## config.mk

```make
export PLATFORM = sky130hd
export DESIGN_NAME = moore_seq_detect
export DESIGN_NICKNAME = d
export VERILOG_FILES = /design/src/rtl/moore_seq_pkg.sv /design/src/rtl/sat_counter.sv /design/src/rtl/moore_seq_detect.sv
export SDC_FILE = /design/constraint.sdc
export NUM_CORES = 1
export LEC_CHECK = 0
export CAP_MARGIN = 5
export CELL_PAD_IN_SITES_DETAIL_PLACEMENT = 0
export CELL_PAD_IN_SITES_GLOBAL_PLACEMENT = 1
export CORE_MARGIN = 3
export CORE_UTILIZATION = 40
export DETAILED_ROUTE_END_ITERATION = 8
export DONT_BUFFER_PORTS = 1
export HOLD_SLACK_MARGIN = 0.15
export PLACE_DENSITY_LB_ADDON = 0.1
export SLEW_MARGIN = 10
export SYNTH_ARGS = -nofsm -noshare
export SYNTH_HDL_FRONTEND = slang
export SYNTH_SLANG_ARGS = --single-unit
```

## constraint.sdc

```tcl
create_clock -name clock -period 3.5 [get_ports clock]
set_input_delay 0.7 -clock clock [delete_from_list [all_inputs] [get_ports clock]]
set_output_delay 0.7 -clock clock [all_outputs]
set_load 0.02 [all_outputs]
```

## src/rtl/moore_seq_pkg.sv

```systemverilog
// Shared types and helpers for the programmable Moore sequence detector.
package moore_seq_pkg;

  localparam int STATE_W = 2;

  typedef enum logic [STATE_W-1:0] {
    S_IDLE  = 2'b00,
    S_HUNT  = 2'b01,
    S_MATCH = 2'b10
  } state_t;

  // Width needed to hold any length from 0 to max_len inclusive.
  function automatic int calc_len_w(input int max_len);
    return $clog2(max_len + 1);
  endfunction

endpackage

```

## src/rtl/sat_counter.sv

```systemverilog
// Saturating up-counter with a synchronous clear; holds at all ones.
module sat_counter #(
  parameter int W = 8
) (
  input  logic         clock,
  input  logic         reset,
  input  logic         clear,
  input  logic         inc,
  output logic [W-1:0] count
);

  // NOTE: sequential state uses non-blocking assignments so every register
  // samples the pre-edge values, independent of block ordering.
  always_ff @(posedge clock) begin
    if (reset || clear) begin
      count <= '0;
    end else if (inc && (count != '1)) begin
      count <= count + 1'b1;
    end
  end

endmodule

```

## src/rtl/moore_seq_detect.sv

```systemverilog
// Runtime-programmable Moore serial sequence detector with overlap control
// and a saturating match counter; out is decoded from the state register.
module moore_seq_detect
  import moore_seq_pkg::*;
#(
  parameter  int MAX_LEN = 8,
  parameter  int CNT_W   = 8,
  localparam int LEN_W   = calc_len_w(MAX_LEN)
) (
  input  logic               clock,
  input  logic               reset,
  input  logic               in,
  input  logic               in_valid,
  input  logic               cfg_load,
  input  logic [MAX_LEN-1:0] pattern,
  input  logic [LEN_W-1:0]   pat_len,
  input  logic               overlap,
  output logic               out,
  output logic [CNT_W-1:0]   match_count,
  output logic               cfg_err
);

  state_t             state_q, state_d;
  logic [MAX_LEN-1:0] pat_q, pat_d;
  logic [LEN_W-1:0]   len_q, len_d;
  logic               ovl_q, ovl_d;
  logic [MAX_LEN-1:0] hist_q, hist_d;
  logic [LEN_W-1:0]   fill_q, fill_d;
  logic               cfg_err_q, cfg_err_d;
  logic               cnt_clear, cnt_inc;

  logic [MAX_LEN-1:0] h;
  logic [LEN_W-1:0]   f;
  logic [MAX_LEN-1:0] mask;
  logic               hit;
  logic               len_legal;

  // NOTE: every combinational output gets a default first, so no path
  // through the case/if tree can leave a signal unassigned and infer a latch.
  always_comb begin
    h    = {hist_q[MAX_LEN-2:0], in};
    f    = (fill_q == LEN_W'(MAX_LEN)) ? fill_q : fill_q + 1'b1;
    mask = '0;
    for (int i = 0; i < MAX_LEN; i++) begin
      mask[i] = (i < int'(len_q));
    end
    hit       = (f >= len_q) && (((h ^ pat_q) & mask) == '0);
    len_legal = (pat_len != '0) && (pat_len <= LEN_W'(MAX_LEN));

    state_d   = state_q;
    pat_d     = pat_q;
    len_d     = len_q;
    ovl_d     = ovl_q;
    hist_d    = hist_q;
    fill_d    = fill_q;
    cfg_err_d = cfg_err_q;
    cnt_clear = 1'b0;
    cnt_inc   = 1'b0;

    if (cfg_load) begin
      // A coincident serial bit is dropped: configuration always wins.
      cnt_clear = 1'b1;
      if (len_legal) begin
        pat_d     = pattern;
        len_d     = pat_len;
        ovl_d     = overlap;
        hist_d    = '0;
        fill_d    = '0;
        cfg_err_d = 1'b0;
        state_d   = S_HUNT;
      end else begin
        cfg_err_d = 1'b1;
        state_d   = S_IDLE;
      end
    end else if (in_valid) begin
      case (state_q)
        S_HUNT, S_MATCH: begin
          hist_d = h;
          if (hit) begin
            state_d = S_MATCH;
            cnt_inc = 1'b1;
            fill_d  = ovl_q ? f : '0;
          end else begin
            state_d = S_HUNT;
            fill_d  = f;
          end
        end
        default: state_d = state_q;
      endcase
    end
  end

  // NOTE: reset is synchronous and active-high, sampled only on the clock edge.
  always_ff @(posedge clock) begin
    if (reset) begin
      state_q   <= S_IDLE;
      pat_q     <= '0;
      len_q     <= '0;
      ovl_q     <= 1'b0;
      hist_q    <= '0;
      fill_q    <= '0;
      cfg_err_q <= 1'b0;
    end else begin
      state_q   <= state_d;
      pat_q     <= pat_d;
      len_q     <= len_d;
      ovl_q     <= ovl_d;
      hist_q    <= hist_d;
      fill_q    <= fill_d;
      cfg_err_q <= cfg_err_d;
    end
  end

  sat_counter #(.W(CNT_W)) u_match_cnt (
    .clock (clock),
    .reset (reset),
    .clear (cnt_clear),
    .inc   (cnt_inc),
    .count (match_count)
  );

  assign out     = (state_q == S_MATCH);
  assign cfg_err = cfg_err_q;

endmodule

```

==> impl_results.md, run 1 <==
- Worst-path maximum fanout: 4
- Vias: 1456
- DIE AREA: 5230 sq um
- Residual DRC: 0
- Dpl ws: between 700 and 800 ps
- Vias in the first global route: 1393
- Drt pass-1 iters: 4
- Max-slew violations: 0
- Final core utilization: between 40% and 50%
- Clock Tree Buf Depth: 2
- Leak: 0.710 nW
- Least-Margin Pin Slew: 1120 ps
- Initial antenna violation count: 0
- Setup violations, final: 0
- CTS clk-pin slew, worst paths: 70 ps
- Root buf cell: clkbuf_8
- Post-CTS Resized: 0
- GP Congestion: 0.809
- Yosys warnings: 0
- Yosys cell types: 42
- Antenna viol nets, final: 0
- Synth Instances: 203
- Area Overhead vs Synth: 8.32%
- Grt ovf: 0
- Routed vias/inst: 5.73
- Worst IR Drop VDD: 0.211 mV
- Post-CTS setup buffers: 0
- Synth async-reset ratio: 0%
- Fmax: around 0.37 GHz
- Final worst slack: 775 ps
- Cell count after placement: roughly 250
- #FFs+latches synth: 35
- Post-synthesis sequential area ratio: 39.8%
- Status: complete, no violations
- Hold Crit Class: reg -> reg
- Largest net degree at the start of global routing: 20
- Clock skew: 7.11 ps
- Die H: 72.3 um
- Period minus WS final: 2720 ps
- Post-Route WL: 3860 um
- CTS H-tree lvls: 2
- Ys flop type: dfxtp_1
- RSZ-0062 raised after global routing: false
- Period utilization: slightly below 80%
- DR WL/cell: 15.2 um
- First-pass GRT wire length: 6690 um
- Post-synth EDFFs: 0
- Hold Violations, Final: 0
- Max-cap violations: 0
- Worst-skew pair later-pin latency: 280 ps
- Startpoint Class: register
- CP arrival: 2940 ps
- Tot Pwr: 0.846 mW
- Initial Util: 42.7%
- I/O pins: 28
- TritonCTS Sinks: 35
- CP required: 3720 ps
- Num CTS Buffers: 5
- Area of the core: about 4000 sq um
- Post-Syn Area per Cell: between 8 and 9 sq um
- Synth Net Count: 229
- CTS tree: done
- Port Buf Inserts: 0
- Total Routing Usage GR: between 10% and 20%
- Layout cells sized above 1: approximately a tenth
- Slew HR: 24.9%
- TNS Setup: 0 ps
- Layout Cells excl Fill: 254
- Initial DRC Count: 76
- Area of the mapped netlist: 1760 sq um
- Die width: 72.3 um
- Number of cell rows: 23
- Critical path class: reg -> reg
- NumNets Final: 230
- Post-detail-place hpwl: 2930 um
- Crit end category: register
- Cell Pwr Density: between 400 and 500 nW/um^2
- Cts hold-fix bufs: 0
- Number of diodes: 0
logic make-up after synthesis:
group	Yosys count	synth area share (%)
and+or+nand+nor	70	20.3
AOI/OAI and AO/OA	58	22.7
DFF	35	39.8
buffers and inverters	18	4.27
xor gates and xnor gates	11	5.48
adders and majority gates	8	5.69
muxes	3	1.71
report_power, final:
part           switching (mW)  internal, mW
sequential             0.0108         0.409
combinational          0.0490        0.0323
clock                   0.137         0.209
cells in the mapped netlist, types with 3 or more instances:
| cell | n | area [sq um] |
|---|---|---|
| nand2_1 | 28 | 105 |
| o21a_1 | 3 | 22.5 |
| a22o_1 | 7 | 61.3 |
| nand2b_1 | 3 | 18.8 |
| mux2i_1 | 3 | 30.0 |
| xnor2_1 | 4 | 35.0 |
| or3_1 | 4 | 25.0 |
| nor3_1 | 4 | 20.0 |
| inv_1 | 9 | 33.8 |
| clkbuf_1 | 8 | 30.0 |
| nor2_1 | 10 | 37.5 |
| xor2_1 | 7 | 61.3 |
| o31ai_1 | 3 | 22.5 |
| dfxtp_1 | 35 | 701 |
| ha_1 | 8 | 100 |
| nand3_1 | 7 | 35.0 |
| o21ai_0 | 9 | 45.0 |
| a32o_1 | 3 | 30.0 |
| a21oi_1 | 21 | 105 |
stage by stage:
step	hold slack, ps	cell area (sq um)
2_1_floorplan	441	1760
6_report	466	1910
4_1_cts	465	1910
3_3_place_gp	459	1800
3_5_place_dp	464	1800
5_1_grt	466	1910
layout make-up:
type                       instances  area [sq um]
multi-input combinational        150           983
clock buffer                       6          72.6
clock inverter                     1          30.0
timing repair buffer               3          22.5
inverter                           9          33.8
fill                             439          2210
sequential                        35           701
tap                               50          62.6
state kept, by name, summed over array words and instances, names as in the netlist:
register / count
pat_q: 8
u_match_cnt.count: 8
len_q: 4
ovl_q: 1
state_q: 2
hist_q: 7
fill_q: 4
cfg_err: 1
placed cells by master, fill, tap and decap left out, types with 3 or more instances in the layout:
master / synthesis / routed
ha_1: 8 / 8
nand2b_1: 3 / 3
nand2_1: 28 / 28
nor2_1: 10 / 10
o31ai_1: 3 / 3
xnor2_1: 4 / 4
o21ai_0: 9 / 9
o21a_1: 3 / 3
or3_1: 4 / 4
a21oi_1: 21 / 21
dfxtp_1: 35 / 35
nor3_1: 4 / 4
mux2i_1: 3 / 3
a22o_1: 7 / 7
xor2_1: 7 / 7
buf_4: 0 / 3
a32o_1: 3 / 3
clkbuf_8: 0 / 5
inv_1: 9 / 9
nand3_1: 7 / 7
path summary, 6_finish.rpt:
path | start | endpoint | slack (ps) | cells after the start
worst max-delay path | fill_q[0]$_SDFFE_PP0P_ | u_match_cnt.count[6]$_SDFFE_PP0P_ | 780 | 11
worst min-delay path | pat_q[6]$_SDFFE_PP0P_ | pat_q[6]$_SDFFE_PP0P_ | 470 | 2
worst min register to register | pat_q[6]$_SDFFE_PP0P_ | pat_q[6]$_SDFFE_PP0P_ | 470 | 2
worst max register to register | fill_q[0]$_SDFFE_PP0P_ | u_match_cnt.count[6]$_SDFFE_PP0P_ | 780 | 11
layer usage:
layer | vias to the layer above | part of all wire [%] | track usage (%)
met2 | 34 | 46 | 24.9
li1 | 729 | - | -
met1 | 691 | 48 | 21.7
met4 | 0 | 0.70 | 6.26
met3 | 2 | 5.3 | 5.40
met5 | - | 0 | 0
worst max-delay path, cell delays in order (launching register included):
cell       delay (ps)
dfxtp_1           360
inv_1              80
ha_1              190
nand2_1            80
nand2_1            50
mux2i_1           220
ha_1              220
o21a_1            120
o2111ai_1         170
or2_2             380
or4_2             620
a21oi_1           150
(Power assumes the default switching activity.)
==> run 2, diff against run 1 <==
==> constraint.sdc (replaced) <==
create_clock -name clock -period 2.6 [get_ports clock]
set_input_delay 0.52 -clock clock [delete_from_list [all_inputs] [get_ports clock]]
set_output_delay 0.52 -clock clock [all_outputs]
set_load 0.02 [all_outputs]
==> impl_results.md, run 2 (synthesis results as in run 1) <==
- Regs by FF count: pat_q: 8 flops, u_match_cnt.count: 8 flops, hist_q: 7 flops
- TritonCTS Sinks: 35 (unchanged)
- Routed vias/inst: 5.59 (-2.5%)
- Crit end category: register
- Antenna viol nets, final: 0 (unchanged)
- Fill cells: 402 (-8.4%)
- Initial DRC Count: 55 (-28%)
- Slew HR: 53.2% (+28 points)
- Clock share of power: 38.0% (-2.8 points)
- Hold Violations, Final: 0 (unchanged)
- Dpl ws: -44.9 ps (-827 ps)
- Internal power: 0.858 mW (+32%)
- Port Buf Inserts: 0 (unchanged)
- Launching point of the worst reg2reg path: fill_q[1]$_SDFFE_PP0P_
- NetSw: 0.293 mW (+49%)
- RSZ-0062 raised after global routing: true
- Die width: 72.3 um (unchanged)
- CP arrival: 2850 ps (-90 ps)
- HP Start: reset
- Critical path startpoint: fill_q[1]$_SDFFE_PP0P_
- Worst-path maximum fanout: 6 (+2)
- First-pass GRT wire length: 6810 um (+1.9%)
- GP Congestion: 0.817 (+0.98%)
- Num CTS Buffers: 5 (unchanged)
- Final worst slack: -27.9 ps (-803 ps)
- Vias: 1498 (+2.9%)
- Vias in the first global route: 1420 (+1.9%)
- Clock Tree Buf Depth: 2 (unchanged)
- Layout Cells excl Fill: 268 (+5.5%)
- CTS tree: done
- Number of diodes: 0 (unchanged)
- Clock skew: 3.04 ps (-4.07 ps)
- Most common cell after layout, fill and taps aside: dfxtp_1
- Critical path class: reg -> reg
- Drt pass-1 iters: 4 (unchanged)
- Period minus WS final: 2630 ps (-96.9 ps)
- Area Overhead vs Synth: 19.1%
- Combinational power share: 13.2% (+3.6 points)
- DR WL/cell: 15.6 um (+2.5%)
- Max-cap violations: 0 (unchanged)
- CTS clk-pin slew, worst paths: 70 ps (about the same)
- Post-Route WL: 4170 um (+8.2%)
- Max-slew violations: 0 (unchanged)
- Initial Util: 42.7% (unchanged)
- Part of the power in registers: 48.8% (-0.8 points)
- Startpoint Class: register
- Leak: 0.806 nW (+13%)
- Sw Ratio: 25.5% (+2.2 points)
- Number of cell rows: 23 (unchanged)
- Cell Pwr Density: 549 nW/um^2 (+24%)
- Residual DRC: 0 (unchanged)
- Status: complete, but fails checks
- Area of the core: 4120 sq um (unchanged)
- Failing checks: negative setup slack
- Most frequent cells in the layout: 33 x dfxtp_1, 27 x nand2_1, 20 x a21oi_1, 16 x buf_4, 9 x nor2_1
- Layout cells sized above 1: 22.0% (+13 points)
- Initial antenna violation count: 0 (unchanged)
- I/O pins: 28 (unchanged)
- Worst IR Drop VDD: 0.388 mV (+84%)
- Setup violations, final: 1 (+1)
- Hold Crit Class: in -> reg
- Least-Margin Pin Slew: 698 ps (-419 ps)
- Period utilization: 101% (+23 points)
- Largest net degree at the start of global routing: 20 (unchanged)
- Cell count after placement: 255 (+3.2%)
- Root buf cell: clkbuf_8
- Post-detail-place hpwl: 3030 um (+3.5%)
- CP required: 2830 ps (-890 ps)
- NumNets Final: 243 (+5.7%)
- Total Routing Usage GR: 16.6% (+0.12 points)
- Fmax: 0.381 GHz (+3.7%)
- Die H: 72.3 um (unchanged)
- DIE AREA: 5230 sq um (unchanged)
- CTS H-tree lvls: 2 (unchanged)
- Worst-skew pair later-pin latency: 290 ps (about the same)
- Grt ovf: 0 (unchanged)
run 2: cell count changes in the layout (fill, tap and decap cells not counted), moves of 2 or more:
cell and change:
o21ai_0 -4, dfxtp_1 -2, dfxtp_2 +2, o21ai_1 +4, clkbuf_8 +2, nor4_4 +2
inv_1 -2, buf_4 +13
run 2: per-layer routing:
layer	vias up	wire [um]	GRT usage, %
met5	-	0	0
met2	34	1870	25.3
met4	0	44	5.01
li1	753	-	-
met3	5	210	4.57
met1	706	2050	22.8
run 2: layout make-up:
| class | instances | area, sq um | area share (%) |
|---|---|---|---|
| clock buffers | 7 | 96.3 | 4.60 |
| clock inverters | 1 | 7.51 | 0.358 |
| inverters | 9 | 36.3 | 1.73 |
| multi-input cells | 150 | 1070 | 51.0 |
| flip-flops and latches | 35 | 703 | 33.6 |
| well taps | 50 | 62.6 | 2.99 |
| repair buffers | 16 | 120 | 5.73 |
run 2: worst max-delay path: stages (launching register included):
cell	delay, ps
dfxtp_2	350
inv_2	50
ha_4	150
nand2_4	70
nor2_4	40
xnor2_2	150
ha_1	290
nand2b_4	110
a2111o_1	140
nand3_2	120
or3_4	460
or4_4	530
a21oi_2	120
run 2: worst paths after layout:
| kind | endpoint | slack [ps] | depth (start not counted) |
|---|---|---|---|
| min | ovl_q$_SDFFE_PP0P_ | 290 | 1 |
| min reg2reg | pat_q[5]$_SDFFE_PP0P_ | 470 | 2 |
| max reg2reg | u_match_cnt.count[2]$_SDFFE_PP0P_ | -30 | 12 |
| max | u_match_cnt.count[2]$_SDFFE_PP0P_ | -30 | 12 |
run 2: power by group through the flow:
stage | Sequential (mW) | Clock [mW] | Combinational [mW]
6_report | 0.562 | 0.437 | 0.152
3_5_place_dp | 0.574 | 0 | 0.120
3_3_place_gp | 0.574 | 0 | 0.116
5_1_grt | 0.564 | 0.469 | 0.167
4_1_cts | 0.562 | 0.449 | 0.124
2_1_floorplan | 0.573 | 0 | 0.0998
run 2: repair_timing:
item	CTS	global route
pin swaps	0	12
endpoints found under the hold margin	0	0
endpoints found under the setup margin	3	11
setup buffers	0	5
gates cloned	0	0
resized for setup	3	23
hold buffers	0	0
run 2: per-stage QoR:
stage | util [%] | TNS [ps] | power, mW | hold slack, ps | instance area [sq um]
5_1_grt | 50.9 | -572 | 1.20 | 285 | 2100
3_3_place_gp | 45.3 | 0 | 0.690 | 459 | 1860
4_1_cts | 48.0 | 0 | 1.13 | 284 | 1980
2_1_floorplan | - | 0 | 0.672 | 441 | 1760
6_report | 50.9 | -27.9 | 1.15 | 293 | 2100
3_5_place_dp | 45.3 | -87.1 | 0.694 | 457 | 1860
==> run 3, diff against run 2 <==
--- a/config.mk
+++ b/config.mk
@@ -12,8 +12,10 @@
 export CORE_UTILIZATION = 40
 export DETAILED_ROUTE_END_ITERATION = 8
 export DONT_BUFFER_PORTS = 1
+export GPL_TIMING_DRIVEN = 0
 export HOLD_SLACK_MARGIN = 0.15
 export PLACE_DENSITY_LB_ADDON = 0.1
+export SETUP_SLACK_MARGIN = 0.4
 export SLEW_MARGIN = 10
 export SYNTH_ARGS = -nofsm -noshare
 export SYNTH_HDL_FRONTEND = slang
==> impl_results.md, run 3 (synthesis results as in run 1) <==
- Final worst slack: 49.5 ps (+77.5 ps)
- GP Congestion: 0.846 (+3.5%)
- Area of the core: 4120 sq um (unchanged)
- Clock skew: 9.47 ps (+6.43 ps)
- Max-cap violations: 0 (unchanged)
- Antenna viol nets, final: 0 (unchanged)
- Most common cell after layout, fill and taps aside: dfxtp_1
- Cts hold-fix bufs: 0 (unchanged)
- Regs by FF count: pat_q: 8 flops, u_match_cnt.count: 8 flops, hist_q: 7 flops
- Slowest cell delay on critical path: 400 ps (-130 ps)
- CP Depth: 13 (+1)
- Number of diodes: 0 (unchanged)
- Worst IR Drop VDD: 0.264 mV (-32%)
- Status: complete, no violations
- Worst-path maximum fanout: 8 (+2)
- Initial DRC Count: 57 (+3.6%)
- I/O pins: 28 (unchanged)
- Tot Pwr: 1.24 mW (+8.2%)
- Worst R2R End: u_match_cnt.count[0]$_SDFFE_PP0P_
- NumNets Final: 245 (+0.82%)
- Reg2reg path depth: 13 (+1)
- CTS tree: done
- Number of cell rows: 23 (unchanged)
- Period minus WS final: 2550 ps (-77.5 ps)
- Layout cells sized above 1: 26.8% (+4.8 points)
- Worst-skew pair later-pin latency: 290 ps (about the same)
- Startpoint Class: register
- Fmax: 0.392 GHz (+3.0%)
- Most frequent cells in the layout: 30 x dfxtp_1, 26 x nand2_1, 18 x a21oi_1
- Port Buf Inserts: 0 (unchanged)
- Drt pass-1 iters: 4 (unchanged)
- Max-slew violations: 0 (unchanged)
- Final core utilization: 53.3% (+2.4 points)
- TritonCTS Sinks: 35 (unchanged)
- First-pass GRT wire length: 7440 um (+9.2%)
- Vias: 1535 (+2.5%)
- Die H: 72.3 um (unchanged)
- Period utilization: 98.1% (-3.0 points)
- Leak: 0.819 nW (+1.6%)
- Crit end category: register
- Critical path startpoint: fill_q[0]$_SDFFE_PP0P_
- Num CTS Buffers: 5 (unchanged)
- DR WL/cell: 15.7 um (+0.95%)
- Slowest-stage cell, CP: or3_4
- Area Overhead vs Synth: 24.8%
- Crit path to: u_match_cnt.count[0]$_SDFFE_PP0P_
- Sequence of cells on the critical path: inv_2 > ha_4 > nand2_4 > nor2_4 > xnor2_2 > ha_1 > nand2b_1 > a2111o_1 > nand3_2 > or3_4 > buf_6 > or3_1 > a21oi_1
- Routed vias/inst: 5.69 (+1.7%)
- DIE AREA: 5230 sq um (unchanged)
- Launching point of the worst reg2reg path: fill_q[0]$_SDFFE_PP0P_
- Worst Path Buf+Inv: 2 (+1)
- Residual DRC: 0 (unchanged)
- Setup violations, final: 0 (-1)
- Total Routing Usage GR: 18.1% (+1.5 points)
- Root buf cell: clkbuf_8
- Post-detail-place hpwl: 3120 um (+2.7%)
- Hold Violations, Final: 0 (unchanged)
- CTS clk-pin slew, worst paths: 70 ps (about the same)
- Largest net degree at the start of global routing: 12 (-40%)
- Initial antenna violation count: 0 (unchanged)
- Delay-heaviest family, CP: simple AND/OR/NAND/NOR gates
- Dpl ws: -9.55 ps (+35.4 ps)
- Vias in the first global route: 1605 (+13%)
- Slew HR: 64.6% (+11 points)
- CP required: 2820 ps (about the same)
- Fill cells: 390 (-3.0%)
- Clock Tree Buf Depth: 2 (unchanged)
- Worst reg2reg setup slack: 50 ps (+80 ps)
- Post-Route WL: 4240 um (+1.7%)
- Hold Crit Class: in -> reg
- Least-Margin Pin Slew: 531 ps (-167 ps)
- Die width: 72.3 um (unchanged)
- Cell Pwr Density: 567 nW/um^2 (+3.3%)
- RSZ-0062 raised after global routing: true
- Initial Util: 42.7% (unchanged)
- Critical path class: reg -> reg
- Grt ovf: 0 (unchanged)
- CTS H-tree lvls: 2 (unchanged)
- CP arrival: 2770 ps (-80 ps)
## run 3: changes by cell type in the layout (fill, tap and decap cells not counted), moves of 3 or more
| cell | delta |
|---|---|
| dfxtp_1 | -3 |
| dfxtp_2 | +3 |
| buf_4 | -8 |
| o21ai_2 | +4 |
| clkbuf_1 | +8 |
| o21ai_1 | -5 |
## run 3: layout make-up
type | count | area [sq um] | share of cell area, %
multi-input cells | 150 | 1160 | 52.9
clock inverters | 2 | 35.0 | 1.60
inverters | 9 | 33.8 | 1.54
plain buffers | 9 | 41.3 | 1.88
repair buffers | 9 | 71.3 | 3.25
flip-flops and latches | 35 | 707 | 32.2
well taps | 50 | 62.6 | 2.85
clock buffers | 6 | 82.6 | 3.76
## run 3: worst min-delay path by stage
stage | slack [ps] | cells past startpoint | to | startpoint
2_1_floorplan | 440 | 2 | ovl_q$_SDFFE_PP0P_ | ovl_q$_SDFFE_PP0P_
3_3_place_gp | 470 | 2 | pat_q[6]$_SDFFE_PP0P_ | pat_q[6]$_SDFFE_PP0P_
3_5_place_dp | 470 | 2 | pat_q[6]$_SDFFE_PP0P_ | pat_q[6]$_SDFFE_PP0P_
4_1_cts | 350 | 2 | ovl_q$_SDFFE_PP0P_ | overlap
5_1_grt | 360 | 2 | pat_q[2]$_SDFFE_PP0P_ | pattern[2]
6_report | 360 | 2 | ovl_q$_SDFFE_PP0P_ | overlap
## run 3: what timing repair did
item,CTS,global route
setup endpoints to repair,14,21
gates resized for setup,21,11
pin swaps,21,11
buffers inserted,8,1
hold endpoints to repair,0,0
## run 3: metrics by stage
stage / cells / hold WS (ps) / cell area, sq um / setup TNS [ps]
3_5_place_dp: 253 / 469 / 1870 / -9.55
5_1_grt: 270 / 358 / 2190 / -184
4_1_cts: 269 / 352 / 2140 / 0
3_3_place_gp: 253 / 466 / 1870 / 0
2_1_floorplan: 203 / 441 / 1810 / 0
6_report: 270 / 361 / 2190 / 0
## run 3: report_power, final
part / internal, mW / switching, mW / leakage, nW / total [mW]
combinational: 0.0771 / 0.0951 / 0.471 / 0.172
sequential: 0.550 / 0.0148 / 0.286 / 0.565
clock: 0.310 / 0.197 / 0.0612 / 0.507
total: 0.938 / 0.307 / 0.819 / 1.24
## run 3: worst reg2reg max path: cells and delay by family (launching register included)
family | cells | cell delay [ps]
AOI/OAI and AO/OA | 2 | 260
xor gates and xnor gates | 1 | 140
adders and majority gates | 2 | 440
buffers and inverters | 2 | 200
DFF | 1 | 360
and+or+nand+nor | 6 | 1090
## run 3: layer usage
layer	share of wire (%)	wire length, um	global-route usage (%)
met1	46	1960	22.2
met5	0	0	0
met2	47	1990	29.3
met3	5.2	222	5.54
met4	1.7	74	7.52
